--- src/rtl/fetch_queue_pkg.sv ---
// Shared constants and types for the instruction fetch queue.
// FSM encoding, reset PC default and the queued {pc, inst} entry.
package fetch_queue_pkg;

    localparam logic [31:0] RESET_PC_DEF = 32'h0040_0000;
    localparam logic [31:0] NOP          = 32'h0000_0000;

    typedef enum logic [1:0] {
        FETCH = 2'd0,
        WAIT  = 2'd1,
        KILL  = 2'd2
    } fq_state_e;

    typedef struct packed {
        logic [31:0] pc;
        logic [31:0] inst;
    } fq_entry_t;

    function automatic logic [31:0] word_align(input logic [31:0] a);
        return a & ~32'd3;
    endfunction

endpackage

--- src/rtl/fetch_queue_if.sv ---
// Fetch queue bus: instruction-memory request/response, redirect,
// and the valid/ready handshake towards decode.
interface fetch_queue_if;

    logic        imem_req;
    logic [31:0] imem_addr;
    logic        imem_valid;
    logic [31:0] imem_data;
    logic        redirect;
    logic [31:0] redirect_pc;
    logic        out_valid;
    logic [31:0] out_inst;
    logic [31:0] out_pc;
    logic        out_ready;

    modport master (
        output imem_req, imem_addr,
        input  imem_valid, imem_data,
        input  redirect, redirect_pc,
        output out_valid, out_inst, out_pc,
        input  out_ready
    );

    modport slave (
        input  imem_req, imem_addr,
        output imem_valid, imem_data,
        output redirect, redirect_pc,
        input  out_valid, out_inst, out_pc,
        output out_ready
    );

endinterface

--- src/rtl/fetch_fifo.sv ---
// Circular buffer of {pc, inst} entries for the fetch queue.
// Pointers wrap modulo DEPTH; clear empties it in one cycle.
module fetch_fifo
    import fetch_queue_pkg::*;
#(
    parameter int DEPTH = 4
) (
    input  logic                   i_clk,
    input  logic                   i_rst,
    input  logic                   i_push,
    input  logic                   i_pop,
    input  logic                   i_clear,
    input  fq_entry_t              i_data,
    output logic                   o_full,
    output logic                   o_empty,
    output logic [$clog2(DEPTH):0] o_count,
    output fq_entry_t              o_head
);

    localparam int AW = $clog2(DEPTH);
    localparam logic [AW:0] FULL_CNT = DEPTH[AW:0];

    fq_entry_t     r_mem [DEPTH];
    logic [AW-1:0] r_rd;
    logic [AW-1:0] r_wr;
    logic [AW:0]   r_count;
    logic          w_push;
    logic          w_pop;

    assign o_full  = (r_count == FULL_CNT);
    assign o_empty = (r_count == '0);
    assign o_count = r_count;
    assign o_head  = r_mem[r_rd];
    assign w_push  = i_push && !o_full;
    assign w_pop   = i_pop && !o_empty;

    always_ff @(posedge i_clk) begin
        if (i_rst || i_clear) begin
            r_rd    <= '0;
            r_wr    <= '0;
            r_count <= '0;
        end else begin
            if (w_push) r_wr <= r_wr + 1'b1;
            if (w_pop)  r_rd <= r_rd + 1'b1;
            unique case ({w_push, w_pop})
                2'b10:   r_count <= r_count + 1'b1;
                2'b01:   r_count <= r_count - 1'b1;
                default: r_count <= r_count;
            endcase
        end
    end

    always_ff @(posedge i_clk) begin
        if (w_push) r_mem[r_wr] <= i_data;
    end

endmodule

--- src/rtl/fetch_queue.sv ---
// Fetch stage: owns fetch PC, one outstanding imem request, queue to decode.
// Optional macro FETCH_BYPASS_EN forwards a response straight to decode.
module fetch_queue
    import fetch_queue_pkg::*;
#(
    parameter int          DEPTH    = 4,
    parameter logic [31:0] RESET_PC = RESET_PC_DEF
) (
    input  logic          i_clock,
    input  logic          i_reset,
    fetch_queue_if.master io_bus
);

    localparam int AW = $clog2(DEPTH);

    fq_state_e   r_state;
    fq_state_e   w_next;
    logic [31:0] r_pc;
    logic        w_redir;
    logic        w_resp;
    logic        w_req;
    logic        w_push;
    logic        w_pop;
    logic        w_byp;
    logic        w_byp_take;
    logic        w_full;
    logic        w_empty;
    logic [AW:0] w_count;
    fq_entry_t   w_head;
    fq_entry_t   w_wdata;

    assign w_redir = io_bus.redirect;
    assign w_resp  = (r_state == WAIT) && io_bus.imem_valid && !w_redir;
    // Space is reserved at issue: only FETCH requests, WAIT never over-fills.
    assign w_req   = !i_reset && (r_state == FETCH) && !w_full && !w_redir;

`ifdef FETCH_BYPASS_EN
    assign w_byp      = w_resp && w_empty && !i_reset;
    assign w_byp_take = w_byp && io_bus.out_ready;
`else
    assign w_byp      = 1'b0;
    assign w_byp_take = 1'b0;
`endif

    assign w_push  = w_resp && !w_byp_take;
    assign w_pop   = !w_empty && io_bus.out_ready && !w_redir;
    assign w_wdata = '{pc: r_pc, inst: io_bus.imem_data};

    fetch_fifo #(
        .DEPTH(DEPTH)
    ) u_fifo (
        .i_clk  (i_clock),
        .i_rst  (i_reset),
        .i_push (w_push),
        .i_pop  (w_pop),
        .i_clear(w_redir),
        .i_data (w_wdata),
        .o_full (w_full),
        .o_empty(w_empty),
        .o_count(w_count),
        .o_head (w_head)
    );

    always_ff @(posedge i_clock) begin
        if (i_reset) r_state <= FETCH;
        else         r_state <= w_next;
    end

    // Redirect in WAIT leaves a stale response pending unless it lands now.
    always_comb begin
        w_next = r_state;
        unique case (r_state)
            FETCH: if (w_req) w_next = WAIT;
            WAIT: begin
                if (io_bus.imem_valid) w_next = FETCH;
                else if (w_redir)      w_next = KILL;
            end
            KILL:    if (io_bus.imem_valid) w_next = FETCH;
            default: w_next = FETCH;
        endcase
    end

    always_ff @(posedge i_clock) begin
        if (i_reset)     r_pc <= RESET_PC;
        else if (w_redir) r_pc <= word_align(io_bus.redirect_pc);
        else if (w_resp)  r_pc <= r_pc + 32'd4;
    end

    always_comb begin
        io_bus.imem_req  = w_req;
        io_bus.imem_addr = r_pc;
        io_bus.out_valid = (w_count != '0) || w_byp;
        io_bus.out_pc    = '0;
        io_bus.out_inst  = NOP;
        if (w_byp) begin
            io_bus.out_pc   = r_pc;
            io_bus.out_inst = io_bus.imem_data;
        end else if (!w_empty) begin
            io_bus.out_pc   = w_head.pc;
            io_bus.out_inst = w_head.inst;
        end
    end

endmodule

--- src/flat_wrapper.sv ---
// flat-port wrapper written by rule: the top's interface ports become plain ports
module fetch_queue_flat import fetch_queue_pkg::*;
#(
    parameter int          DEPTH    = 4,
    parameter logic [31:0] RESET_PC = RESET_PC_DEF
)
  (i_clock, i_reset, io_bus_imem_req, io_bus_imem_addr, io_bus_imem_valid, io_bus_imem_data, io_bus_redirect, io_bus_redirect_pc, io_bus_out_valid, io_bus_out_inst, io_bus_out_pc, io_bus_out_ready);
  fetch_queue_if io_bus_i ();
  input  logic i_clock;
  input  logic i_reset;
  output wire logic [$bits(io_bus_i.imem_req)-1:0] io_bus_imem_req;
  output wire logic [$bits(io_bus_i.imem_addr)-1:0] io_bus_imem_addr;
  input wire logic [$bits(io_bus_i.imem_valid)-1:0] io_bus_imem_valid;
  input wire logic [$bits(io_bus_i.imem_data)-1:0] io_bus_imem_data;
  input wire logic [$bits(io_bus_i.redirect)-1:0] io_bus_redirect;
  input wire logic [$bits(io_bus_i.redirect_pc)-1:0] io_bus_redirect_pc;
  output wire logic [$bits(io_bus_i.out_valid)-1:0] io_bus_out_valid;
  output wire logic [$bits(io_bus_i.out_inst)-1:0] io_bus_out_inst;
  output wire logic [$bits(io_bus_i.out_pc)-1:0] io_bus_out_pc;
  input wire logic [$bits(io_bus_i.out_ready)-1:0] io_bus_out_ready;
  assign io_bus_imem_req = io_bus_i.imem_req;
  assign io_bus_imem_addr = io_bus_i.imem_addr;
  assign io_bus_i.imem_valid = io_bus_imem_valid;
  assign io_bus_i.imem_data = io_bus_imem_data;
  assign io_bus_i.redirect = io_bus_redirect;
  assign io_bus_i.redirect_pc = io_bus_redirect_pc;
  assign io_bus_out_valid = io_bus_i.out_valid;
  assign io_bus_out_inst = io_bus_i.out_inst;
  assign io_bus_out_pc = io_bus_i.out_pc;
  assign io_bus_i.out_ready = io_bus_out_ready;
  fetch_queue #(.DEPTH(DEPTH), .RESET_PC(RESET_PC)) u_core (.i_clock(i_clock), .i_reset(i_reset), .io_bus(io_bus_i));
endmodule
--- config.mk ---
export PLATFORM = sky130hd
export DESIGN_NAME = fetch_queue_flat
export DESIGN_NICKNAME = d
export VERILOG_FILES = /design/src/rtl/fetch_queue_pkg.sv /design/src/rtl/fetch_queue_if.sv /design/src/rtl/fetch_fifo.sv /design/src/rtl/fetch_queue.sv /design/src/flat_wrapper.sv
export SDC_FILE = /design/constraint.sdc
export NUM_CORES = 1
export LEC_CHECK = 0
export CAP_MARGIN = 20
export CORE_ASPECT_RATIO = 2
export CORE_UTILIZATION = 56
export CTS_BUF_LIST = sky130_fd_sc_hd__clkbuf_8
export DETAILED_ROUTE_END_ITERATION = 8
export PLACE_DENSITY = 0.82
export REMOVE_ABC_BUFFERS = 1
export SYNTH_ARGS = -nofsm -noshare
export SYNTH_HDL_FRONTEND = slang
export SYNTH_SLANG_ARGS = --single-unit
--- constraint.sdc ---
create_clock -name i_clock -period 3.7 [get_ports i_clock]
set_clock_uncertainty 0.15 [all_clocks]
set_input_delay 0.37 -clock i_clock [delete_from_list [all_inputs] [get_ports i_clock]]
set_output_delay 0.37 -clock i_clock [all_outputs]
set_load 0.01 [all_outputs]
==> flow_summary.json <==
{
  "antenna_left": 0,
  "power_frac_comb": 0.046,
  "synth_top_area_share": 0.637,
  "synth.largest_area_cell": "edfxtp_1",
  "finalSetupTns_ps": 0,
  "holdWs_ps": 255,
  "worstSetupStartpointType": "flop",
  "final_cell_area_um2": 14400,
  "status": "finished, final reports clean",
  "place_congestion": 0.840,
  "setup_violations": 0,
  "cap_violations": 0,
  "finalCritPeriodShare": 0.899,
  "ys_async_sr_fraction": 0,
  "crit_required_ps": 3180,
  "crit_fanout": 47,
  "clock_latency_ps": 540,
  "hold_end": "u_core.io_bus.imem_addr[16]",
  "final_layout_size_suffix_gt1_frac": 0.159,
  "sw_frac_of_total": 0.209,
  "ir_worst_vdd_v": 0.000298,
  "avgViaCountPerCell": 5.83,
  "reg2reg_to": "u_core.u_fifo.o_count[2]",
  "cts-root-buf": "clkbuf_8",
  "setup_ws_ps": 374,
  "fin_crit_ps": 3330,
  "core_area_um2": 20500,
  "slew-limit-headroom": 0.393,
  "worstSetupPathType": "reg -> out",
  "rsz0062_at_grt": "false",
  "yosysSeqAreaShare": 0.707,
  "p_seq_frac": 0.584,
  "r2r_start": "u_core.u_fifo.o_count[0]",
  "internal_power_uw": 4940,
  "pre_cts_ws_ps": 618,
  "crit_arrival_ps": 2810,
  "first_pass_iters": 5,
  "cts_max_level": 2,
  "numCtsBuffers": 39,
  "grt-ovfl-total": 0,
  "hpwlAfterDp_mm": 15.5,
  "hold_depth": 3,
  "vias": 6724,
  "clkTransAtPathRegs_ps": 60,
  "grt_usage": 0.232,
  "ys_top_cells_by_count": "edfxtp_1 (248), and2_1 (69), mux4_2 (62)",
  "hold_path_class": "in -> reg",
  "fp.dieArea_um2": 21500,
  "p_switching_uw": 1300,
  "synth_edf_count": 248,
  "grt_start_max_net_pins": 63,
  "power_density_nw_per_um2": 434,
  "hp-start": "io_bus_redirect_pc[16]",
  "synth_cell_type_count": 45,
  "antenna_cells": 0,
  "syn_area_um2": 11700,
  "post_cts_buffers": 0,
  "synth-main-ff-cell": "edfxtp_1",
  "drt_iter0_drc": 363,
  "ctsHoldBuffers": 0,
  "die_h_um": 206,
  "rrSetupSlack_ps": 780,
  "ys_warn_count": 0,
  "p_leak_uw": 0.00460,
  "reg2regPathDepth": 8,
  "synth_cells": 683,
  "ios": 167,
  "final_util": 0.703,
  "avgSynthCellArea_um2": 17.1,
  "cts_resized": 0,
  "drv_slew": 0,
  "wl_mm": 24.5,
  "max_freq_ghz": 0.301,
  "antenna_found_initial": 0,
  "clock_sinks": 289,
  "synth.area.top_cells": "edfxtp_1 (64%), mux4_2 (12%), dfxtp_1 (7.0%)",
  "grt_pass1_vias": 7184,
  "grt_pass1_wl_mm": 37.8,
  "dpl_cell_area_um2": 13600,
  "drc_errors": 0,
  "port_buffers": 160,
  "wl_per_cell_um": 21.3,
  "crit_path_end_kind": "output pin",
  "tritoncts": "yes",
  "worst_pin_slew_ps": 910,
  "synth-seq-cells": 289,
  "flow.area_growth_from_synthesis_pct": 23.0,
  "clockBufferDepth": 3,
  "power_frac_clock": 0.370,
  "row_count": 74,
  "final_net_count": 939,
  "die_w_um": 104,
  "yosysMostFrequentCell": "edfxtp_1",
  "initial_core_util": 0.572,
  "hold_violations": 0
}
stage by stage:
stage	power, uW	instances
final	6240	1153
after global routing	6440	1153
after CTS	6300	1152
after floorplan	3790	644
after global placement	3980	1087
after detailed placement	4000	1087
layer usage:
layer	up-vias	global-route usage	share of wire
li1	3049	-	-
met1	3359	0.254	0.36
met2	262	0.442	0.56
met3	54	0.0284	0.044
met4	0	0.111	0.036
met5	-	0	0
final cells by class:
type	count	area (um^2)
inverter	15	56.3
multi-input combinational	340	3210
timing repair buffer	178	1780
fill	1294	6070
clock buffer	43	592
tap	266	333
sequential	289	8280
clock inverter	22	143
worst max path at each step:
stage | from | end | slack, ps | depth (start not counted)
3_5_place_dp | io_bus_imem_valid | u_core.io_bus.imem_addr[26] | 620 | 5
2_1_floorplan | flop | io_bus_out_inst[0] | -300 | 2
5_1_grt | u_core.u_fifo.o_count[0] | io_bus_out_pc[10] | 270 | 4
4_1_cts | u_core.u_fifo.o_count[0] | io_bus_out_pc[11] | 310 | 4
3_3_place_gp | io_bus_imem_valid | u_core.io_bus.imem_addr[26] | 700 | 5
6_report | u_core.u_fifo.o_count[0] | io_bus_out_pc[11] | 370 | 4
state kept, by name, indices dropped and copies added, names as in the netlist, named ones only:
| name | count |
|---|---|
| u_core.io_bus.imem_addr | 30 |
| u_core.r_state | 2 |
| u_core.u_fifo.o_count | 3 |
| u_core.u_fifo.r_mem | 248 |
| u_core.u_fifo.r_rd | 2 |
| u_core.u_fifo.r_wr | 2 |
cells by family after synthesis:
logic type               after synthesis  share of synthesized area
other                                  1                   0.000321
XOR/XNOR                              15                     0.0112
buffers and inverters                 57                     0.0212
flip-flops                           289                      0.707
AO/OA/AOI/OAI                         55                     0.0336
adder cells (fa/ha/maj)                7                    0.00813
multiplexers                          65                      0.122
AND/OR/NAND/NOR                      194                     0.0969
power groups by stage:
stage                     clock, uW  sequential (uW)  combinational (uW)
after floorplan                   0             3710                86.8
after global placement            0             3710                 274
after detailed placement          0             3720                 283
after CTS                      2370             3640                 285
after global routing           2490             3650                 305
final                          2310             3650                 284
worst max-delay path, cell delays in order (launching register included):
cell and delay [ps]:
dfxtp_1 350, or3_2 880, buf_4 350, and2_1 190, clkdlybuf4s50_1 490
placed cells by master (no fill, tap or decap), types with 6 or more instances in the layout:
master           netlist  routed
nor3_1                10      10
or3_1                 10       9
nand3_1                9       9
inv_1                 15      22
nor2_1                37      37
and2_1                69      65
dfxtp_1               41      39
nor4_1                 8       8
mux4_2                62      62
buf_4                  5      13
edfxtp_1             248     248
o21ai_0               12      12
and4_1                 6       6
nand4_1                6       6
ha_1                   6       6
clkdlybuf4s50_1        0     160
xnor2_1               11      11
a311oi_1              13      13
a21oi_1                6       6
clkbuf_8               0      43
a211oi_1              11      11
or4_1                  8       8
clkinv_1               0      10
nand2_1               15      15
(Power assumes the default switching activity.)
